$ cat src/rtl/atm_keypad_entry_if.sv
// rtl/atm_keypad_entry_if.sv - keypad-entry bus: key input, language select and transaction handshake
//
// Signals
//   key_valid, key_code[3:0]  keypad strobe and key (0-9 digit, 10 ENTER, 11 CLEAR, 12 CANCEL)
//   lang_sel                  language select sampled when an entry starts
//   txn_ready                 controller accepts the offered transaction
//   txn_valid                 transaction complete and held stable
//   operation[2:0], acc_num[3:0], pin[13:0], new_pin[13:0], amount[13:0], language
//   key_err, timeout          one-cycle status pulses
//   entry_state[2:0]          current entry state
// Modports
//   master : keypad / controller side (drives keys and txn_ready)
//   slave  : atm_keypad_entry
interface atm_keypad_entry_if;
    logic        key_valid;
    logic [3:0]  key_code;
    logic        lang_sel;
    logic        txn_ready;
    logic        txn_valid;
    logic [2:0]  operation;
    logic [3:0]  acc_num;
    logic [13:0] pin;
    logic [13:0] new_pin;
    logic [13:0] amount;
    logic        language;
    logic        key_err;
    logic        timeout;
    logic [2:0]  entry_state;

    modport master (
        output key_valid, key_code, lang_sel, txn_ready,
        input  txn_valid, operation, acc_num, pin, new_pin, amount,
        input  language, key_err, timeout, entry_state
    );

    modport slave (
        input  key_valid, key_code, lang_sel, txn_ready,
        output txn_valid, operation, acc_num, pin, new_pin, amount,
        output language, key_err, timeout, entry_state
    );
endinterface

$ cat src/rtl/atm_keypad_entry.sv
// rtl/atm_keypad_entry.sv - keypad transaction assembler in front of the ATM controller
//
// Collects key codes into account number, PIN, operation, amount and new PIN, then offers
// the complete transaction with a valid/ready handshake. No account or PIN validation here.
//
// Ports
//   clk  rising-edge clock
//   rst  asynchronous active-high reset
//   bus  atm_keypad_entry_if.slave (key input, lang_sel, txn handshake, fields, pulses, state)
// Parameters
//   MAX_ACC, PIN_DIGITS, AMT_MAX, TIMEOUT_CYCLES
// Configuration macro
//   ATM_KEYPAD_TIMEOUT_EN - enables the inactivity timeout; when undefined timeout is always 0
module atm_keypad_entry #(
    parameter int MAX_ACC        = 10,
    parameter int PIN_DIGITS     = 4,
    parameter int AMT_MAX        = 10000,
    parameter int TIMEOUT_CYCLES = 1024
) (
    input  logic               clk,
    input  logic               rst,
    atm_keypad_entry_if.slave  bus
);

    typedef enum logic [2:0] {
        S_IDLE = 3'd0,
        S_ACC  = 3'd1,
        S_PIN  = 3'd2,
        S_OP   = 3'd3,
        S_AMT  = 3'd4,
        S_NPIN = 3'd5,
        S_SEND = 3'd6
    } state_t;

    localparam logic [3:0] K_ENTER  = 4'd10;
    localparam logic [3:0] K_CLEAR  = 4'd11;
    localparam logic [3:0] K_CANCEL = 4'd12;
    localparam int         CNT_W    = $clog2(PIN_DIGITS + 1);

    state_t             state;
    logic               txn_valid_q;
    logic [2:0]         op_q;
    logic [3:0]         acc_q;
    logic [13:0]        pin_q;
    logic [13:0]        npin_q;
    logic [13:0]        amt_q;
    logic               lang_q;
    logic               key_err_q;
    logic               timeout_q;
    logic [CNT_W-1:0]   dcnt_q;

    logic               is_digit;
    logic               active;
    logic               abort;
    logic               to_fire;
    logic               pin_room;
    logic [16:0]        acc_ext;
    logic [16:0]        pin_ext;
    logic [16:0]        npin_ext;
    logic [16:0]        amt_ext;

    assign is_digit = (bus.key_code <= 4'd9);
    assign active   = (state == S_ACC) || (state == S_PIN) || (state == S_OP) ||
                      (state == S_AMT) || (state == S_NPIN);
    assign abort    = active && bus.key_valid && (bus.key_code == K_CANCEL);
    assign pin_room = (dcnt_q < CNT_W'(PIN_DIGITS));

    // Wide accumulate so the limit compare sees the true value before truncation.
    assign acc_ext  = 17'(acc_q)  * 17'd10 + 17'(bus.key_code);
    assign pin_ext  = 17'(pin_q)  * 17'd10 + 17'(bus.key_code);
    assign npin_ext = 17'(npin_q) * 17'd10 + 17'(bus.key_code);
    assign amt_ext  = 17'(amt_q)  * 17'd10 + 17'(bus.key_code);

`ifdef ATM_KEYPAD_TIMEOUT_EN
    localparam int TO_W = (TIMEOUT_CYCLES > 2) ? $clog2(TIMEOUT_CYCLES) : 1;

    logic [TO_W-1:0] to_cnt;

    // Held at zero outside the entry states, so entry into ACC always starts a fresh count.
    always_ff @(posedge clk or posedge rst) begin
        if (rst) begin
            to_cnt <= '0;
        end else if (bus.key_valid || !active) begin
            to_cnt <= '0;
        end else begin
            to_cnt <= to_cnt + 1'b1;
        end
    end

    assign to_fire = active && !bus.key_valid && (to_cnt == TO_W'(TIMEOUT_CYCLES - 1));
`else
    logic unused_timeout_cfg;

    assign unused_timeout_cfg = (TIMEOUT_CYCLES == 0);
    assign to_fire            = 1'b0;
`endif

    always_ff @(posedge clk or posedge rst) begin
        if (rst) begin
            state       <= S_IDLE;
            txn_valid_q <= 1'b0;
            op_q        <= '0;
            acc_q       <= '0;
            pin_q       <= '0;
            npin_q      <= '0;
            amt_q       <= '0;
            lang_q      <= 1'b0;
            key_err_q   <= 1'b0;
            timeout_q   <= 1'b0;
            dcnt_q      <= '0;
        end else begin
            key_err_q <= 1'b0;
            timeout_q <= 1'b0;

            case (state)
                S_IDLE: begin
                    if (bus.key_valid && is_digit) begin
                        op_q   <= '0;
                        pin_q  <= '0;
                        npin_q <= '0;
                        amt_q  <= '0;
                        dcnt_q <= '0;
                        lang_q <= bus.lang_sel;
                        acc_q  <= bus.key_code;
                        state  <= S_ACC;
                    end
                end

                S_ACC: begin
                    if (bus.key_valid) begin
                        if (is_digit) begin
                            if (acc_ext > 17'(MAX_ACC)) begin
                                key_err_q <= 1'b1;
                            end else begin
                                acc_q <= acc_ext[3:0];
                            end
                        end else if (bus.key_code == K_ENTER) begin
                            if (acc_q != 4'd0 && 17'(acc_q) <= 17'(MAX_ACC)) begin
                                dcnt_q <= '0;
                                state  <= S_PIN;
                            end else begin
                                key_err_q <= 1'b1;
                            end
                        end else if (bus.key_code == K_CLEAR) begin
                            acc_q  <= '0;
                            dcnt_q <= '0;
                        end
                    end
                end

                S_PIN: begin
                    if (bus.key_valid) begin
                        if (is_digit) begin
                            if (pin_room) begin
                                pin_q  <= pin_ext[13:0];
                                dcnt_q <= dcnt_q + 1'b1;
                            end else begin
                                key_err_q <= 1'b1;
                            end
                        end else if (bus.key_code == K_ENTER) begin
                            if (dcnt_q == CNT_W'(PIN_DIGITS)) begin
                                state <= S_OP;
                            end else begin
                                key_err_q <= 1'b1;
                            end
                        end else if (bus.key_code == K_CLEAR) begin
                            pin_q  <= '0;
                            dcnt_q <= '0;
                        end
                    end
                end

                S_OP: begin
                    // Operation is a single digit; ENTER and CLEAR have no meaning here.
                    if (bus.key_valid && is_digit) begin
                        case (bus.key_code)
                            4'd3: begin
                                op_q        <= 3'd3;
                                txn_valid_q <= 1'b1;
                                state       <= S_SEND;
                            end
                            4'd4, 4'd5: begin
                                op_q  <= bus.key_code[2:0];
                                amt_q <= '0;
                                state <= S_AMT;
                            end
                            4'd6: begin
                                op_q   <= 3'd6;
                                dcnt_q <= '0;
                                state  <= S_NPIN;
                            end
                            default: key_err_q <= 1'b1;
                        endcase
                    end
                end

                S_AMT: begin
                    if (bus.key_valid) begin
                        if (is_digit) begin
                            if (amt_ext > 17'(AMT_MAX)) begin
                                key_err_q <= 1'b1;
                            end else begin
                                amt_q <= amt_ext[13:0];
                            end
                        end else if (bus.key_code == K_ENTER) begin
                            if (amt_q != 14'd0) begin
                                txn_valid_q <= 1'b1;
                                state       <= S_SEND;
                            end else begin
                                key_err_q <= 1'b1;
                            end
                        end else if (bus.key_code == K_CLEAR) begin
                            amt_q  <= '0;
                            dcnt_q <= '0;
                        end
                    end
                end

                S_NPIN: begin
                    if (bus.key_valid) begin
                        if (is_digit) begin
                            if (pin_room) begin
                                npin_q <= npin_ext[13:0];
                                dcnt_q <= dcnt_q + 1'b1;
                            end else begin
                                key_err_q <= 1'b1;
                            end
                        end else if (bus.key_code == K_ENTER) begin
                            if (dcnt_q == CNT_W'(PIN_DIGITS)) begin
                                txn_valid_q <= 1'b1;
                                state       <= S_SEND;
                            end else begin
                                key_err_q <= 1'b1;
                            end
                        end else if (bus.key_code == K_CLEAR) begin
                            npin_q <= '0;
                            dcnt_q <= '0;
                        end
                    end
                end

                S_SEND: begin
                    // Fields stay as they are after transfer until the next entry starts.
                    if (bus.txn_ready) begin
                        txn_valid_q <= 1'b0;
                        state       <= S_IDLE;
                    end
                end

                default: begin
                    txn_valid_q <= 1'b0;
                    state       <= S_IDLE;
                end
            endcase

            // CANCEL and inactivity both abandon the entry; placed last so they win.
            if (abort || to_fire) begin
                state       <= S_IDLE;
                txn_valid_q <= 1'b0;
                op_q        <= '0;
                acc_q       <= '0;
                pin_q       <= '0;
                npin_q      <= '0;
                amt_q       <= '0;
                lang_q      <= 1'b0;
                dcnt_q      <= '0;
                key_err_q   <= 1'b0;
                timeout_q   <= to_fire;
            end
        end
    end

    assign bus.txn_valid   = txn_valid_q;
    assign bus.operation   = op_q;
    assign bus.acc_num     = acc_q;
    assign bus.pin         = pin_q;
    assign bus.new_pin     = npin_q;
    assign bus.amount      = amt_q;
    assign bus.language    = lang_q;
    assign bus.key_err     = key_err_q;
    assign bus.timeout     = timeout_q;
    assign bus.entry_state = state;

endmodule

$ cat src/flat_wrapper.sv
// flat-port wrapper written by rule: the top's interface ports become plain ports
module atm_keypad_entry_flat 
#(
    parameter int MAX_ACC        = 10,
    parameter int PIN_DIGITS     = 4,
    parameter int AMT_MAX        = 10000,
    parameter int TIMEOUT_CYCLES = 1024
)
  (clk, rst, bus_key_valid, bus_key_code, bus_lang_sel, bus_txn_ready, bus_txn_valid, bus_operation, bus_acc_num, bus_pin, bus_new_pin, bus_amount, bus_language, bus_key_err, bus_timeout, bus_entry_state);
  atm_keypad_entry_if bus_i ();
  input  logic clk;
  input  logic rst;
  input wire logic [$bits(bus_i.key_valid)-1:0] bus_key_valid;
  input wire logic [$bits(bus_i.key_code)-1:0] bus_key_code;
  input wire logic [$bits(bus_i.lang_sel)-1:0] bus_lang_sel;
  input wire logic [$bits(bus_i.txn_ready)-1:0] bus_txn_ready;
  output wire logic [$bits(bus_i.txn_valid)-1:0] bus_txn_valid;
  output wire logic [$bits(bus_i.operation)-1:0] bus_operation;
  output wire logic [$bits(bus_i.acc_num)-1:0] bus_acc_num;
  output wire logic [$bits(bus_i.pin)-1:0] bus_pin;
  output wire logic [$bits(bus_i.new_pin)-1:0] bus_new_pin;
  output wire logic [$bits(bus_i.amount)-1:0] bus_amount;
  output wire logic [$bits(bus_i.language)-1:0] bus_language;
  output wire logic [$bits(bus_i.key_err)-1:0] bus_key_err;
  output wire logic [$bits(bus_i.timeout)-1:0] bus_timeout;
  output wire logic [$bits(bus_i.entry_state)-1:0] bus_entry_state;
  assign bus_i.key_valid = bus_key_valid;
  assign bus_i.key_code = bus_key_code;
  assign bus_i.lang_sel = bus_lang_sel;
  assign bus_i.txn_ready = bus_txn_ready;
  assign bus_txn_valid = bus_i.txn_valid;
  assign bus_operation = bus_i.operation;
  assign bus_acc_num = bus_i.acc_num;
  assign bus_pin = bus_i.pin;
  assign bus_new_pin = bus_i.new_pin;
  assign bus_amount = bus_i.amount;
  assign bus_language = bus_i.language;
  assign bus_key_err = bus_i.key_err;
  assign bus_timeout = bus_i.timeout;
  assign bus_entry_state = bus_i.entry_state;
  atm_keypad_entry #(.MAX_ACC(MAX_ACC), .PIN_DIGITS(PIN_DIGITS), .AMT_MAX(AMT_MAX), .TIMEOUT_CYCLES(TIMEOUT_CYCLES)) u_core (.clk(clk), .rst(rst), .bus(bus_i));
endmodule
$ cat config.mk
export PLATFORM = sky130hd
export DESIGN_NAME = atm_keypad_entry_flat
export DESIGN_NICKNAME = d
export VERILOG_FILES = /design/src/rtl/atm_keypad_entry_if.sv /design/src/rtl/atm_keypad_entry.sv /design/src/flat_wrapper.sv
export SDC_FILE = /design/constraint.sdc
export NUM_CORES = 1
export LEC_CHECK = 0
export BUFFER_PORTS_ARGS = -buffer_cell sky130_fd_sc_hd__buf_4
export CAP_MARGIN = 25
export CORE_UTILIZATION = 55
export DETAILED_ROUTE_END_ITERATION = 8
export PLACE_DENSITY = 0.76
export SLEW_MARGIN = 10
export SYNTH_ARGS = -nofsm -noshare
export SYNTH_HDL_FRONTEND = slang
export SYNTH_SLANG_ARGS = --single-unit
$ cat constraint.sdc
create_clock -name clk -period 4.7 [get_ports clk]
set_input_delay 0 -clock clk [delete_from_list [all_inputs] [get_ports clk]]
set_output_delay 0 -clock clk [all_outputs]
set_load 0.005 [all_outputs]
==> flow_summary.toml <==
[outcome]
outcome = "complete, no violations"

[yosys]
synth_enable_flop_cells = 0
synth.net_count = 752
post_synth_num_cell_types = 76
async_reset_ff_share_pct = 100
syn_avg_cell_area_um2 = 8.96
syn_area_um2 = 5870
synth.yosys.seq_area_share_pct = 24.7
synthCells = 655
ys_seq_elements = 58
ys_dominant_reg_cell = "dfrtp_1"
yosys_warnings = 0

[floorplan]
die_ar_um2 = 11100
design.portCount = 65
chipHeight_um = 105
num_rows = 37
start_util_pct = 56.8
die_x_um = 105
core_outline_area_um2 = 10300

[final_layout]
register_area_um2 = 1450
multiInputGateArea_um2 = 4200
area_growth_syn_to_layout_pct = 14.1
diodes_inserted = 0
num-nets-final = 814
fillerInstances = 873
share_of_layout_cells_above_drive_strength_1_pct = 15.4

[detailed_routing]
drt_drc_violations_left = 0
vias = 5346
detail_route.wirelength_mm = 14.4
drtPass1Iterations = 5
drt_wl_cell_um = 16.8
detail-route-antenna-nets = 0
routed_via_density = 6.23
detailedRoute.firstIterationViolations = 236

[timing]
fmaxAchievable_mhz = 242
timing.final.max_slew_violations = 0
setup_viol = 0
tightestPinTransition_ns = 0.772
rsz0062_at_grt = "no"
setup-tns-final_ns = 0
period_share_pct = 87.7
fin_crit_ns = 4.12
timing.max_slew.rel_slack_pct = 48.5
final-hold-violation-count = 0
maximum_clock_skew_at_final_layout_ns = 0.00964
postLayoutSetupSlackWorst_ns = 0.576

[grt]
overflow = 0
grt_pass1_vias = 5329
grt_start_max_net_pins = 59
grt_pass1_wl_mm = 25.1
groute.usage.overall_pct = 27.7
antenna_found_initial = 0

[min_path]
timing.hold.worst.class = "in -> reg"

[clocking]
post_cts_hold_buffer_count = 3
cts.path.max_buffers = 2
clkLatencyLatePin_ns = 0.34
numCtsBuffers = 9
post_cts_resize_count = 0
cts.htree.levels = 3
path_clk_slew_ns = 0.07
numClockSinks = 58
post_cts.repair.setup_buffers = 0
tritoncts = "done"
clk_tree_root_cell = "clkbuf_8"

[critical_path]
cpMaxStageDelayCell = "dfrtp_1"
setup.worst_path.start = "u_core.bus.amount[1]"
reg2reg_from = "u_core.bus.amount[1]"
worst-endpoint-required_ns = 4.91
crit_chain = "ha_1 > ha_1 > inv_1 > fa_1 > nand2b_1 > a211oi_1 > nor2_1 > xor2_2 > nor4_2 > or3_1 > a211oi_1 > o22a_2 > o221ai_4 > o2bb2ai_1"
critPathMaxFanout = 14
reg2regPathDepth = 14
timing.critical_path.slowest_cell_delay_ns = 0.46
cp.depth = 14
setup.worst_path.end_class = "flip-flop"
rr_endpoint = "u_core.bus.amount[11]"
category_of_cells_accounting_for_the_largest_share_of_critical_path_delay = "compound AO/OA/AOI/OAI gates"
crit_type = "reg -> reg"
critical_path.endpoint = "u_core.bus.amount[11]"
critical_path_buf_inv_count = 1
cp-start-kind = "flip-flop"
crit_arrival_ns = 4.34
rrSetupSlack_ns = 0.58

[pwr]
pwr_density_cell_nw_per_um2 = 394
power.ir.vdd_worst_v = 0.000217
leakage_uw = 0.00336

[place]
dp_worst_setup_slack_ns = 0.610
globalplace.congestion = 0.887
port_buf_inserts = 63
dpl.hpwl_mm = 10.9

[run]
cap_viol_max_count = 0
==> per-layer routing <==
layer | share of wire [%] | GRT usage (%) | vias up
met5 | 0 | 0 | -
met1 | 44 | 36.1 | 2590
met3 | 4.9 | 3.28 | 28
met4 | 1.9 | 10.6 | 0
li1 | - | - | 2550
met2 | 49 | 47.0 | 178
==> layout by cell type, fill, tap and decap left out, drive strengths merged, types with 4 or more instances in the layout <==
cell     count
ha          80
xnor2       28
a22o        29
nand2       52
o21ai       37
and2         5
dfrtp       58
nor3        11
or3          4
a211oi       7
nor2        47
a21o        15
a21oi       48
a31oi        5
inv         28
nor4        11
o211ai       7
nor2b       11
fa           8
o21a         4
a21boi       5
nand3       16
xor2        28
nand4        7
o2bb2ai     14
clkbuf      10
buf         71
nor3b        5
nand2b       8
a22oi        4
==> state kept, by name, summed over array words and instances, names as in the netlist <==
name / flops
u_core.bus.entry_state: 3
u_core.bus.pin: 14
u_core.dcnt_q: 3
u_core.bus.operation: 3
u_core.bus.acc_num: 4
u_core.bus.key_err: 1
u_core.bus.new_pin: 14
u_core.bus.language: 1
u_core.bus.amount: 14
u_core.bus.txn_valid: 1
==> synth_stat cells (4+ instances only) <==
master      n  share of area, %
o21a_1      4              0.51
a21o_1     15               1.9
a21boi_0    4              0.51
nand3_1    16               1.4
and2_1      5              0.53
xnor2_1    27               4.0
ha_1       80                17
nor4_1      8              0.85
nand2b_1    8              0.85
or3_1       4              0.43
o2bb2ai_1  14               2.1
inv_1      28               1.8
a22o_1     29               4.3
o21ai_0    34               2.9
dfrtp_1    58                25
fa_1        8               2.7
nor3_1     11              0.94
o211ai_1    7              0.90
xor2_1     25               3.7
a31oi_1     5              0.53
nand4_1     6              0.64
nor3b_1     5              0.64
nor2_1     47               3.0
a211oi_1    6              0.77
a22oi_1     4              0.51
a21oi_1    47               4.0
buf_2       6              0.51
nor2b_1    11               1.2
nand2_1    52               3.3
clkbuf_1   13              0.83
==> worst register-to-register path, stage by stage, from the launching register on <==
cell and delay, ns:
dfrtp_1 0.46, ha_1 0.32, ha_1 0.18, inv_1 0.06
fa_1 0.43, nand2b_1 0.21, a211oi_1 0.36, nor2_1 0.14
xor2_2 0.43, nor4_2 0.11, or3_1 0.39, a211oi_1 0.23
o22a_2 0.24, o221ai_4 0.23, o2bb2ai_1 0.21
==> worst min path at each step <==
stage | startpoint | to | slack, ns | cells past startpoint
global placement | rst | u_core.bus.new_pin[13] | 0.26 | 3
global route | bus_key_code[3] | u_core.bus.acc_num[3] | 0.12 | 3
floorplan | bus_lang_sel | u_core.bus.language | 0.18 | 2
finish | bus_key_code[3] | u_core.bus.acc_num[3] | 0.12 | 3
detailed placement | rst | u_core.bus.new_pin[13] | 0.27 | 3
CTS | bus_key_code[3] | u_core.bus.acc_num[3] | 0.11 | 3
==> cell families after synthesis <==
family / count (synthesis) / synth area share (%)
AOI/OAI and AO/OA: 202 / 24.3
and+or+nand+nor: 192 / 17.2
adders and majority gates: 88 / 19.8
DFF: 58 / 24.7
xor gates and xnor gates: 57 / 9.26
buffers and inverters: 52 / 3.71
muxes: 5 / 0.917
other: 1 / 0.0639
==> final cells by class <==
| class | instances | area share (%) |
|---|---|---|
| multi-input cells | 545 | 62.7 |
| flip-flops and latches | 58 | 21.7 |
| repair buffers | 74 | 8.36 |
| well taps | 136 | 2.54 |
| clock buffers | 10 | 2.06 |
| inverters | 29 | 1.63 |
| clock inverters | 6 | 0.991 |
==> report_power, final <==
part | internal (uW) | switching, uW | leakage [uW] | total (uW)
Clock | 259 | 219 | 0.0000945 | 478
Sequential | 598 | 165 | 0.000786 | 764
Combinational | 637 | 759 | 0.00248 | 1400
Total | 1490 | 1140 | 0.00336 | 2640
==> metrics by stage <==
step                      area, um^2  std cells  total power (uW)  utilization (%)  hold slack [ns]
after floorplan                 5870        655              1730                -            0.181
after global placement          6450        837              2080             62.4            0.256
after detailed placement        6460        839              2150             62.6            0.266
after CTS                       6690        858              2640             64.8            0.112
after global routing            6690        858              2860             64.8            0.121
final                           6690        858              2640             64.8            0.122
Power figures use the tool's default switching activity.
